## config.mk

```make
export PLATFORM = sky130hd
export DESIGN_NAME = pc_sequencer_flat
export DESIGN_NICKNAME = d
export VERILOG_FILES = /design/src/rtl/pc_sequencer_if.sv /design/src/rtl/pc_sequencer.sv /design/src/flat_wrapper.sv
export SDC_FILE = /design/constraint.sdc
export NUM_CORES = 1
export LEC_CHECK = 0
export CAP_MARGIN = 20
export CORE_ASPECT_RATIO = 1.75
export CORE_MARGIN = 2
export CORE_UTILIZATION = 40
export DETAILED_ROUTE_END_ITERATION = 8
export PLACE_DENSITY = 0.87
export SYNTH_ARGS = -nofsm -noshare
export SYNTH_HDL_FRONTEND = slang
export SYNTH_SLANG_ARGS = --single-unit
```

## constraint.sdc

```tcl
create_clock -name clk -period 3.6 [get_ports clk]
set_input_delay 0.36 -clock clk [delete_from_list [all_inputs] [get_ports clk]]
set_output_delay 0.36 -clock clk [all_outputs]
set_load 0.02 [all_outputs]
```

## src/rtl/pc_sequencer_if.sv

```systemverilog
// Fetch-stage request/response bundle between the pipeline control and the next-PC sequencer.
interface pc_sequencer_if #(
  parameter int INST_ADDR_WIDTH = 16
);
  logic [INST_ADDR_WIDTH-1:0] pc_cur;
  logic [INST_ADDR_WIDTH-1:0] branch_target;
  logic [INST_ADDR_WIDTH-1:0] jump_target;
  logic [INST_ADDR_WIDTH-1:0] pc_next;
  logic                       stall;
  logic                       branch_taken;
  logic                       jump;
  logic                       call;
  logic                       ret;
  logic                       halt;
  logic                       fetch_valid;
  logic                       flush;
  logic                       halted;

  modport master (
    output pc_cur, stall, branch_taken, branch_target, jump, jump_target, call, ret, halt,
    input  pc_next, fetch_valid, flush, halted
  );

  modport slave (
    input  pc_cur, stall, branch_taken, branch_target, jump, jump_target, call, ret, halt,
    output pc_next, fetch_valid, flush, halted
  );
endinterface

```

## src/rtl/pc_sequencer.sv

```systemverilog
// Next-PC selection, redirect bubbles and boot/halt sequencing for the fetch stage.
// Optional return-address stack is built when PCSEQ_RAS_EN is defined.
module pc_sequencer #(
  parameter int                         INST_ADDR_WIDTH = 16,
  parameter logic [INST_ADDR_WIDTH-1:0] RESET_VECTOR    = '0,
  parameter int                         PC_INCR         = 1,
  parameter int                         BRANCH_PENALTY  = 2,
  parameter int                         RAS_DEPTH       = 4
) (
  input  logic              clk,
  input  logic              rst,
  pc_sequencer_if.slave     bus
);
  localparam int W = INST_ADDR_WIDTH;

  typedef enum logic [1:0] {BOOT, RUN, FLUSH, HALT} state_t;

  state_t       state_q, state_d;
  logic [2:0]   cnt_q, cnt_d;
  logic [W-1:0] pc_seq;
  logic         ret_req;
  logic [W-1:0] ret_addr;
  logic         do_push;
  logic         do_pop;

  assign pc_seq = bus.pc_cur + W'(PC_INCR);

`ifdef PCSEQ_RAS_EN
  localparam int PW = (RAS_DEPTH > 1) ? $clog2(RAS_DEPTH) : 1;

  logic [W-1:0] ras_mem_q [RAS_DEPTH];
  logic [PW-1:0] top_q, top_d;       // next slot to write
  logic [PW:0]   ras_cnt_q, ras_cnt_d;
  logic [PW-1:0] top_inc, top_dec;

  assign top_inc  = (top_q == PW'(RAS_DEPTH - 1)) ? '0 : top_q + 1'b1;
  assign top_dec  = (top_q == '0) ? PW'(RAS_DEPTH - 1) : top_q - 1'b1;
  assign ret_req  = bus.ret;
  assign ret_addr = (ras_cnt_q == '0) ? RESET_VECTOR : ras_mem_q[top_dec];

  always_comb begin
    top_d     = top_q;
    ras_cnt_d = ras_cnt_q;
    if (do_push) begin
      top_d = top_inc;
      if (ras_cnt_q != (PW + 1)'(RAS_DEPTH)) ras_cnt_d = ras_cnt_q + 1'b1;
    end else if (do_pop && (ras_cnt_q != '0)) begin
      top_d     = top_dec;
      ras_cnt_d = ras_cnt_q - 1'b1;
    end
  end

  always_ff @(posedge clk or posedge rst) begin
    if (rst) begin
      top_q     <= '0;
      ras_cnt_q <= '0;
    end else begin
      top_q     <= top_d;
      ras_cnt_q <= ras_cnt_d;
    end
  end

  // Storage needs no reset: an empty count makes stale entries unreachable.
  always_ff @(posedge clk) begin
    if (do_push) ras_mem_q[top_q] <= pc_seq;
  end
`else
  logic unused_ras;

  assign ret_req    = 1'b0;
  assign ret_addr   = RESET_VECTOR;
  assign unused_ras = ^{bus.ret, do_push, do_pop, (RAS_DEPTH != 0)};
`endif

  always_comb begin
    state_d         = state_q;
    cnt_d           = cnt_q;
    bus.pc_next     = bus.pc_cur;
    bus.fetch_valid = 1'b0;
    bus.flush       = 1'b0;
    bus.halted      = 1'b0;
    do_push         = 1'b0;
    do_pop          = 1'b0;
    case (state_q)
      BOOT: begin
        bus.pc_next = RESET_VECTOR;
        state_d     = RUN;
      end
      HALT: begin
        bus.halted = 1'b1;
      end
      default: begin
        // Bubble countdown keeps running through stalls.
        if (state_q == FLUSH) begin
          if (cnt_q > 3'd1) begin
            cnt_d = cnt_q - 3'd1;
          end else begin
            cnt_d   = '0;
            state_d = RUN;
          end
        end
        if (bus.halt) begin
          state_d = HALT;
        end else if (bus.branch_taken || bus.jump || ret_req) begin
          if (bus.branch_taken) begin
            bus.pc_next = bus.branch_target;
          end else if (bus.jump) begin
            bus.pc_next = bus.jump_target;
            do_push     = bus.call;
          end else begin
            bus.pc_next = ret_addr;
            do_pop      = 1'b1;
          end
          bus.flush = 1'b1;
          cnt_d     = 3'(BRANCH_PENALTY);
          state_d   = FLUSH;
        end else if (!bus.stall) begin
          bus.pc_next     = pc_seq;
          bus.fetch_valid = (state_q == RUN);
        end
      end
    endcase
  end

  always_ff @(posedge clk or posedge rst) begin
    if (rst) begin
      state_q <= BOOT;
      cnt_q   <= '0;
    end else begin
      state_q <= state_d;
      cnt_q   <= cnt_d;
    end
  end
endmodule
```

## src/flat_wrapper.sv

```systemverilog
// flat-port wrapper written by rule: the top's interface ports become plain ports
module pc_sequencer_flat 
#(
  parameter int                         INST_ADDR_WIDTH = 16,
  parameter logic [INST_ADDR_WIDTH-1:0] RESET_VECTOR    = '0,
  parameter int                         PC_INCR         = 1,
  parameter int                         BRANCH_PENALTY  = 2,
  parameter int                         RAS_DEPTH       = 4
)
  (clk, rst, bus_pc_cur, bus_stall, bus_branch_taken, bus_branch_target, bus_jump, bus_jump_target, bus_call, bus_ret, bus_halt, bus_pc_next, bus_fetch_valid, bus_flush, bus_halted);
  pc_sequencer_if #(.INST_ADDR_WIDTH(INST_ADDR_WIDTH)) bus_i ();
  input  logic clk;
  input  logic rst;
  input wire logic [$bits(bus_i.pc_cur)-1:0] bus_pc_cur;
  input wire logic [$bits(bus_i.stall)-1:0] bus_stall;
  input wire logic [$bits(bus_i.branch_taken)-1:0] bus_branch_taken;
  input wire logic [$bits(bus_i.branch_target)-1:0] bus_branch_target;
  input wire logic [$bits(bus_i.jump)-1:0] bus_jump;
  input wire logic [$bits(bus_i.jump_target)-1:0] bus_jump_target;
  input wire logic [$bits(bus_i.call)-1:0] bus_call;
  input wire logic [$bits(bus_i.ret)-1:0] bus_ret;
  input wire logic [$bits(bus_i.halt)-1:0] bus_halt;
  output wire logic [$bits(bus_i.pc_next)-1:0] bus_pc_next;
  output wire logic [$bits(bus_i.fetch_valid)-1:0] bus_fetch_valid;
  output wire logic [$bits(bus_i.flush)-1:0] bus_flush;
  output wire logic [$bits(bus_i.halted)-1:0] bus_halted;
  assign bus_i.pc_cur = bus_pc_cur;
  assign bus_i.stall = bus_stall;
  assign bus_i.branch_taken = bus_branch_taken;
  assign bus_i.branch_target = bus_branch_target;
  assign bus_i.jump = bus_jump;
  assign bus_i.jump_target = bus_jump_target;
  assign bus_i.call = bus_call;
  assign bus_i.ret = bus_ret;
  assign bus_i.halt = bus_halt;
  assign bus_pc_next = bus_i.pc_next;
  assign bus_fetch_valid = bus_i.fetch_valid;
  assign bus_flush = bus_i.flush;
  assign bus_halted = bus_i.halted;
  pc_sequencer #(.INST_ADDR_WIDTH(INST_ADDR_WIDTH), .RESET_VECTOR(RESET_VECTOR), .PC_INCR(PC_INCR), .BRANCH_PENALTY(BRANCH_PENALTY), .RAS_DEPTH(RAS_DEPTH)) u_core (.clk(clk), .rst(rst), .bus(bus_i));
endmodule
```

* Word level (Yosys, flattened, before mapping)
Index checks and enable logic that the tools add are counted.
Word-level totals: word-level logic and storage cells 38, register bits 5, input bits 56, output and inout bits 19
Cells by class: add/sub/neg operators 2, bitwise gates (word level) 1, eq/ne operators 4, $lt $le $gt $ge 1, multiplexer cells 23, reductions and logical operators 5
Operators with widths (count):
- $mux W16 | 5
- $pmux W16 S2 | 1
- $add A16 B1 Y16 const B | 1
- $mux W3 | 4
- $mux W1 | 8
- $mux W2 | 4
- $eq A2 B2 Y1 const B | 2
- $ne A4 B4 Y1 const B | 1
- $pmux W2 S2 | 1
- $reduce_bool A4 Y1 | 1
- $gt A3 B1 Y1 const B | 1
- $reduce_and A3 Y1 | 1
- $sub A3 B1 Y3 const B | 1
- $eq A2 B1 Y1 const B | 1
- $logic_not A2 Y1 | 1
- $reduce_or A2 Y1 | 1
- $logic_or A1 B1 Y1 | 1
- $not A1 Y1 | 1

* Logic depth before layout (Yosys ltp)
Gate-level depths: netlist of run 1.
depth after elaboration 6, gate-level depth with buffers 8, gate-level depth less buffers 6

* Worst setup path after synthesis of run 1
OpenSTA, ideal clock, no wires.
path type register to output, start point reg u_core.state_q[0], end point out bus_pc_next[13], required time 3240 ps, path buffers 0, path slack 1379 ps, cell stages (with the launch flop) 7, arrival time 1861 ps, cells stage by stage dfrtp_1 > inv_1 > ha_1 > clkinv_1 > a221oi_1 > or4b_1 > nand3_1
Between the ends: longest elaborated chain between the ends 2, elaborated cells on any way between the ends 3, those cells by class eq/ne: 1; mux: 1; reduce/logical: 1
Ends and longest elaborated chain:
- from (decl) | RTL line pc_sequencer.sv:18 | state_t state_q, state_d;
- from (signal assigned) | RTL line pc_sequencer.sv:130 | state_q <= state_d;
- $eq A2 B2 Y1 or $logic_not A2 Y1 (tied branches) | RTL line pc_sequencer.sv:84 | case (state_q)
- $pmux W16 S2 * | RTL line pc_sequencer.sv:84
- to (decl) | RTL line flat_wrapper.sv:23 | output wire logic [$bits(bus_i.pc_next)-1:0] bus_pc_next;
Mark *: on every way between the ends. The rest lies on a longest branch, timed or not.

* Final worst setup path of run 1
Same ends and word-level chain as after synthesis.

==> results of run 1 <==
## layout by cell type, fill, tap and decap left out, types with 2 or more instances in the layout
cell type	netlist	routed
a211oi_1	2	2
a21o_1	2	2
a21oi_1	14	14
a22o_1	2	2
a22oi_1	3	3
a31oi_1	2	2
buf_4	0	8
clkbuf_8	0	3
clkdlybuf4s50_1	0	72
dfrtp_1	5	5
ha_1	7	7
inv_1	15	15
mux2_2	7	7
mux2i_1	4	4
nand2_1	11	11
nand2b_1	2	2
nand3_1	7	7
nor2_1	14	14
nor2b_1	7	7
nor3_1	7	7
nor3b_1	3	3
nor4_1	4	4
o211a_1	2	2
o211ai_1	2	2
o21ai_0	18	18
o21bai_1	2	2
o221ai_1	6	6
o22ai_1	2	2
o2bb2ai_1	5	5
o31ai_1	6	6
or2_2	2	2
or3_1	3	3
## path summary, 6_finish.rpt
| kind | startpoint | endpoint | slack (ns) | cells after the start |
|---|---|---|---|---|
| max in group asynchronous | rst | u_core.state_q[0] | 3.08 | 2 |
| worst max-delay path | u_core.state_q[0] | bus_pc_next[13] | 0.38 | 7 |
| worst min-delay path | rst | u_core.cnt_q[2] | 0.35 | 2 |
| worst max register to register | u_core.state_q[0] | u_core.cnt_q[2] | 2.06 | 5 |
| min in group clk | u_core.cnt_q[2] | u_core.cnt_q[2] | 0.48 | 1 |
| worst min register to register | u_core.cnt_q[2] | u_core.cnt_q[2] | 0.48 | 1 |
## report_power, final
group	switching [mW]	internal (mW)
Clock	0.0273	0.0760
Sequential	0.0199	0.0791
Combinational	0.638	0.571
## layout make-up
cell class	instances	area, um2
Fill cell	295	1110
Sequential cell	5	125
Inverter	16	60.1
Timing Repair Buffer	80	781
Tap cell	45	56.3
Clock buffer	4	45.0
Multi-Input combinational cell	167	1150
## per-layer routing
layer | GRT usage | vias up | wire length [um]
met5 | 0 | - | 0
met4 | 0.0743 | 0 | 37
met3 | 0.0255 | 4 | 221
met2 | 0.489 | 57 | 2580
met1 | 0.240 | 852 | 1750
li1 | - | 916 | -
## registers in the layout, summed over array words and instances, names as in the netlist
| name | cells |
|---|---|
| u_core.cnt_q | 3 |
| u_core.state_q | 2 |
## through the flow
stage | area (um2) | util | power [mW]
finish | 2220 | 0.666 | 1.41
global route | 2220 | 0.666 | 1.52
CTS | 2220 | 0.666 | 1.42
detailed placement | 2170 | 0.653 | 1.31
global placement | 2170 | 0.653 | 1.29
floorplan | 1380 | - | 0.811
## cells by family (layout without fill, tap and decap cells)
group,after synthesis,count (layout),synth area share
compound gates,79,79,0.398
fa+ha+maj,7,7,0.0634
buf+inv,27,100,0.0770
flops,5,5,0.0906
mux,11,11,0.0861
simple gates,70,70,0.285
==> metrics.md, run 1 <==
| Metric | Value |
|---|---|
| Worst-path clk slew | `0.03 ns` |
| Layout cell share with drive strength beyond 1 | `0.0882` |
| Global-route usage over all layers | `0.235` |
| PwrDens | `637 mW/mm2` |
| RSZ-0062 raised after global routing | `no` |
| Routed via count | `1829` |
| Iter 0 DRT Violations | `60` |
| Post-synthesis async set-or-reset flop share | `1.00` |
| # diodes | `0` |
| Synthesized flop and latch total | `5` |
| Relative slew slack | `0.684` |
| Period Utilization, post-route | `0.895` |
| Buffer depth of the longest clock path | `2` |
| CTS tree | `built` |
| Max Cap Violations | `0` |
| DR DRC count | `0` |
| Worst path bufs/invs | `3` |
| Post-Syn Area | `0.00138 mm2` |
| NumNets Final | `336` |
| Final GP Congestion | `0.810` |
| Die Wd | `48.4 um` |
| Post-CTS Setup Inserts | `0` |
| Fmax | `310 MHz` |
| Crit Path Class | `reg -> out` |
| Skew-Pair Late Insertion Delay | `0.22 ns` |
| WP data required | `3.24 ns` |
| CP max stage delay | `0.61 ns` |
| Final non-filler cell total | `317` |
| Detailed Route WL | `4580 um` |
| CTS Buf Count | `3` |
| CP max-delay cell | `clkdlybuf4s50_1` |
| Core ar. | `0.00333 mm2` |
| Top Ports | `75` |
| TNS Setup | `0 ns` |
| Synth unique cells | `53` |
| Hold Fails Final Rpt | `0` |
| Starting Density | `0.415` |
| Vias in the first global route | `1767` |
| GRT overflow | `0` |
| Final ANT Viol Nets | `0` |
| Drt pass-1 iters | `4` |
| Crit Path Max Fanout | `9` |
| H-tree depth | `1` |
| Die Footprint | `0.00396 mm2` |
| Dpl ws | `0.398 ns` |
| Status | `finished clean` |
| Clock skew | `0.000140 ns` |
| Peak VDD IR | `0.601 mV` |
| Post-DP HPWL | `3740 um` |
| Setup crit end kind | `primary output` |
| Post-cts resize count | `0` |
| Arrival time worst endpoint | `2.86 ns` |
| Yosys warns | `0` |
| Initial antenna violation count | `0` |
| Largest area contributor in the netlist | `dfrtp_1` |
| Per-cell routed wire length | `14.5 um` |
| # rows | `28` |
| Slew Viols, Final | `0` |
| First-pass GRT wire length | `7580 um` |
| Synthesized Nets | `262` |
| Top-area cell type share of the netlist area | `0.0906` |
| Post-synth EDFFs | `0` |
| Crit path launch type | `register` |
| Largest net degree at the start of global routing | `17` |
| CTS Root Cell | `clkbuf_8` |
| Dpl cells | `313` |
| Min-Delay Path Class | `in -> async` |
| Chip height | `81.7 um` |
| Most frequent cell after synthesis | `o21ai_0` |
| Static Leak | `0.878 nW` |
| Hold Slack | `0.354 ns` |
| Worst setup margin | `0.378 ns` |
| Synth-to-Final Area Change | `60.5%` |
| Hold_buf cts | `0` |
| DR vias/cell | `5.77` |
| Cell Chain, Critical Path | `inv_1 > ha_1 > clkinv_1 > a221oi_1 > or4b_1 > nand3_1 > clkdlybuf4s50_1` |
| Period minus WS final | `3.22 ns` |
| Final setup violation count | `0` |
| Cells after Synth | `199` |
| Top delay family on crit path | `buffers and inverters` |
| Clock sinks | `5` |
| IO buf count | `72` |
| Top cells by count, synth | `o21ai_0, inv_1, a21oi_1, nor2_1, nand2_1` |
| Sequential cell area fraction in the yosys report | `0.0906` |
| Main synth FF type | `dfrtp_1` |
| Avg Cell Area, Syn | `6.94 um2` |
| Measured slew at the worst slew-check pin | `0.470 ns` |
| Top cells by area, synth | `dfrtp_1, o21ai_0, ha_1, mux2_2, a21oi_1` |
No activity file was read; power rests on OpenSTA's default activity.
==> run 2: changes to the inputs <==
ABC_AREA = 1   (was unset)
CORE_MARGIN = unset   (was 2)
PLACE_DENSITY = 0.86   (was 0.87)
==> run 2 against run 1 <==
Critical path depth up 1. Utilization down 1.9 points. Register-to-register slack worse by 0.31 ns.
==> metrics.md, run 2 <==
| Metric | Value |
|---|---|
| Status | `finished clean` |
| # rows | `28` |
| Global-route usage over all layers | `0.255` |
| Per-cell routed wire length | `12.0 um` |
| Core ar. | `0.00340 mm2` |
| Synthesized Nets | `328` |
| Detailed Route WL | `4560 um` |
| Clock sinks | `5` |
| Period Utilization, post-route | `0.850` |
| Cells after Synth | `265` |
| Starting Density | `0.418` |
| Layout cell share with drive strength beyond 1 | `0.0687` |
| DR vias/cell | `5.21` |
| Buffer depth of the longest clock path | `2` |
| Final setup violation count | `0` |
| Die Wd | `47.0 um` |
| TNS Setup | `0 ns` |
| Synthesized flop and latch total | `5` |
| FF-to-FF path depth | `7` |
| FF-to-FF Start | `u_core.state_q[0]` |
| Die Footprint | `0.00380 mm2` |
| Dpl ws | `0.724 ns` |
| Slew Viols, Final | `0` |
| Top Ports | `75` |
| Initial antenna violation count | `0` |
| Synth unique cells | `24` |
| Peak VDD IR | `0.509 mV` |
| Final ANT Viol Nets | `0` |
| Avg Cell Area, Syn | `5.36 um2` |
| Routed via count | `1978` |
| Drt pass-1 iters | `5` |
| Arrival time worst endpoint | `2.70 ns` |
| CTS Root Cell | `clkbuf_8` |
| Iter 0 DRT Violations | `30` |
| Setup crit end kind | `primary output` |
| NumNets Final | `399` |
| CTS Buf Count | `3` |
| Post-synth EDFFs | `0` |
| Hold_buf cts | `0` |
| First-pass GRT wire length | `7330 um` |
| GRT overflow | `0` |
| H-tree depth | `1` |
| RR Endpoint | `u_core.cnt_q[0]` |
| Max Cap Violations | `0` |
| Sequential cell area fraction in the yosys report | `0.0881` |
| Top-area cell type share of the netlist area | `0.267` |
| Vias in the first global route | `1915` |
| Static Leak | `1.02 nW` |
| Worst-path clk slew | `0.04 ns` |
| Max reg flops | `3` |
| Top cells by area, synth | `nand2_1, nand3_1, dfrtp_1, o21ai_0, inv_1` |
| Worst setup margin | `0.540 ns` |
| RSZ-0062 raised after global routing | `no` |
| Clock skew | `0.00141 ns` |
| Commonest non-fill, non-tap cell in the layout | `nand2_1` |
| CP max stage delay | `0.66 ns` |
| Min-Delay Path Class | `in -> async` |
| Fmax | `327 MHz` |
| Largest reg by FF count | `u_core.cnt_q` |
| Chip height | `80.8 um` |
| Top cells by count, synth | `nand2_1, nand3_1, inv_1` |
| # diodes | `0` |
| Biggest regs | `u_core.cnt_q: 3 flops, u_core.state_q: 2 flops` |
| Largest net degree at the start of global routing | `19` |
| Reg2Reg Setup Slack | `1.75 ns` |
| Hold Fails Final Rpt | `0` |
| Largest area contributor in the netlist | `nand2_1` |
| Crit Path Class | `reg -> out` |
| Synth-to-Final Area Change | `54.9%` |
| Period minus WS final | `3.06 ns` |
| Final non-filler cell total | `380` |
| Post-CTS Setup Inserts | `0` |
| Post-synthesis async set-or-reset flop share | `1.00` |
| Yosys warns | `0` |
| Top delay family on crit path | `buffers and inverters` |
| CP max-delay cell | `ha_1` |
| Relative slew slack | `0.613` |
| Design Power | `1.35 mW` |
| Most frequent cell after synthesis | `nand2_1` |
| Worst path bufs/invs | `4` |
| Final GP Congestion | `0.881` |
| Main synth FF type | `dfrtp_1` |
| Skew-Pair Late Insertion Delay | `0.22 ns` |
| Crit Path Max Fanout | `18` |
| Critical path depth in cells | `8` |
| Post-DP HPWL | `3680 um` |
| PwrDens | `612 mW/mm2` |
| Crit path launch type | `register` |
| WP data required | `3.24 ns` |
| CTS tree | `built` |
| Cell Chain, Critical Path | `inv_1 > ha_1 > inv_1 > nand2_1 > inv_2 > nand2_1 > nand3_1 > clkdlybuf4s50_1` |
| Post-cts resize count | `0` |
| Dpl cells | `376` |
| DR DRC count | `0` |
| Post-Syn Area | `0.00142 mm2` |
| IO buf count | `72` |
| Most frequent cells in the layout | `nand2_1, clkdlybuf4s50_1, nand3_1, inv_1, o21ai_0` |
| Measured slew at the worst slew-check pin | `0.580 ns` |
==> run 2: metal layers <==
layer | vias to the layer above | routed length [um] | GRT usage
met5 | - | 0 | 0
met4 | 0 | 126 | 0.134
li1 | 1003 | - | -
met1 | 899 | 1660 | 0.248
met3 | 12 | 198 | 0.0178
met2 | 64 | 2570 | 0.492
==> run 2: logic make-up after synthesis <==
family          Yosys count  share of synthesized area
compound gates           47                      0.184
xor+xnor                  3                     0.0185
fa+ha+maj                 7                     0.0617
buf+inv                  39                      0.122
flops                     5                     0.0881
simple gates            164                      0.525
==> run 2: worst max path at each step <==
stage	from	endpoint
5_1_grt	u_core.state_q[0]	bus_pc_next[1]
2_1_floorplan	u_core.state_q[0]	bus_pc_next[10]
3_3_place_gp	bus_pc_cur[0]	bus_pc_next[12]
3_5_place_dp	bus_pc_cur[0]	bus_pc_next[12]
6_report	u_core.state_q[0]	bus_pc_next[1]
4_1_cts	u_core.state_q[0]	bus_pc_next[0]
==> run 2: final cells by class <==
cell class                      instances  area (um2)
Clock buffer                            4        45.0
Fill cell                             331        1200
Inverter                               31         116
Multi-Input combinational cell        221        1120
Sequential cell                         5         125
Tap cell                               45        56.3
Timing Repair Buffer                   74         736
==> run 2: through the flow <==
stage | instance area (um2) | util | hold slack, ns
after floorplan | 1420 | - | 0.139
after global placement | 2150 | 0.634 | 0.525
after detailed placement | 2150 | 0.634 | 0.546
after CTS | 2200 | 0.647 | 0.355
after global routing | 2200 | 0.647 | 0.384
final | 2200 | 0.647 | 0.348
==> run 2: power breakdown <==
group	leakage (nW)	internal (mW)	switching, mW
logic	0.937	0.494	0.640
clock network	0.0228	0.0762	0.0293
registers	0.0598	0.0834	0.0234
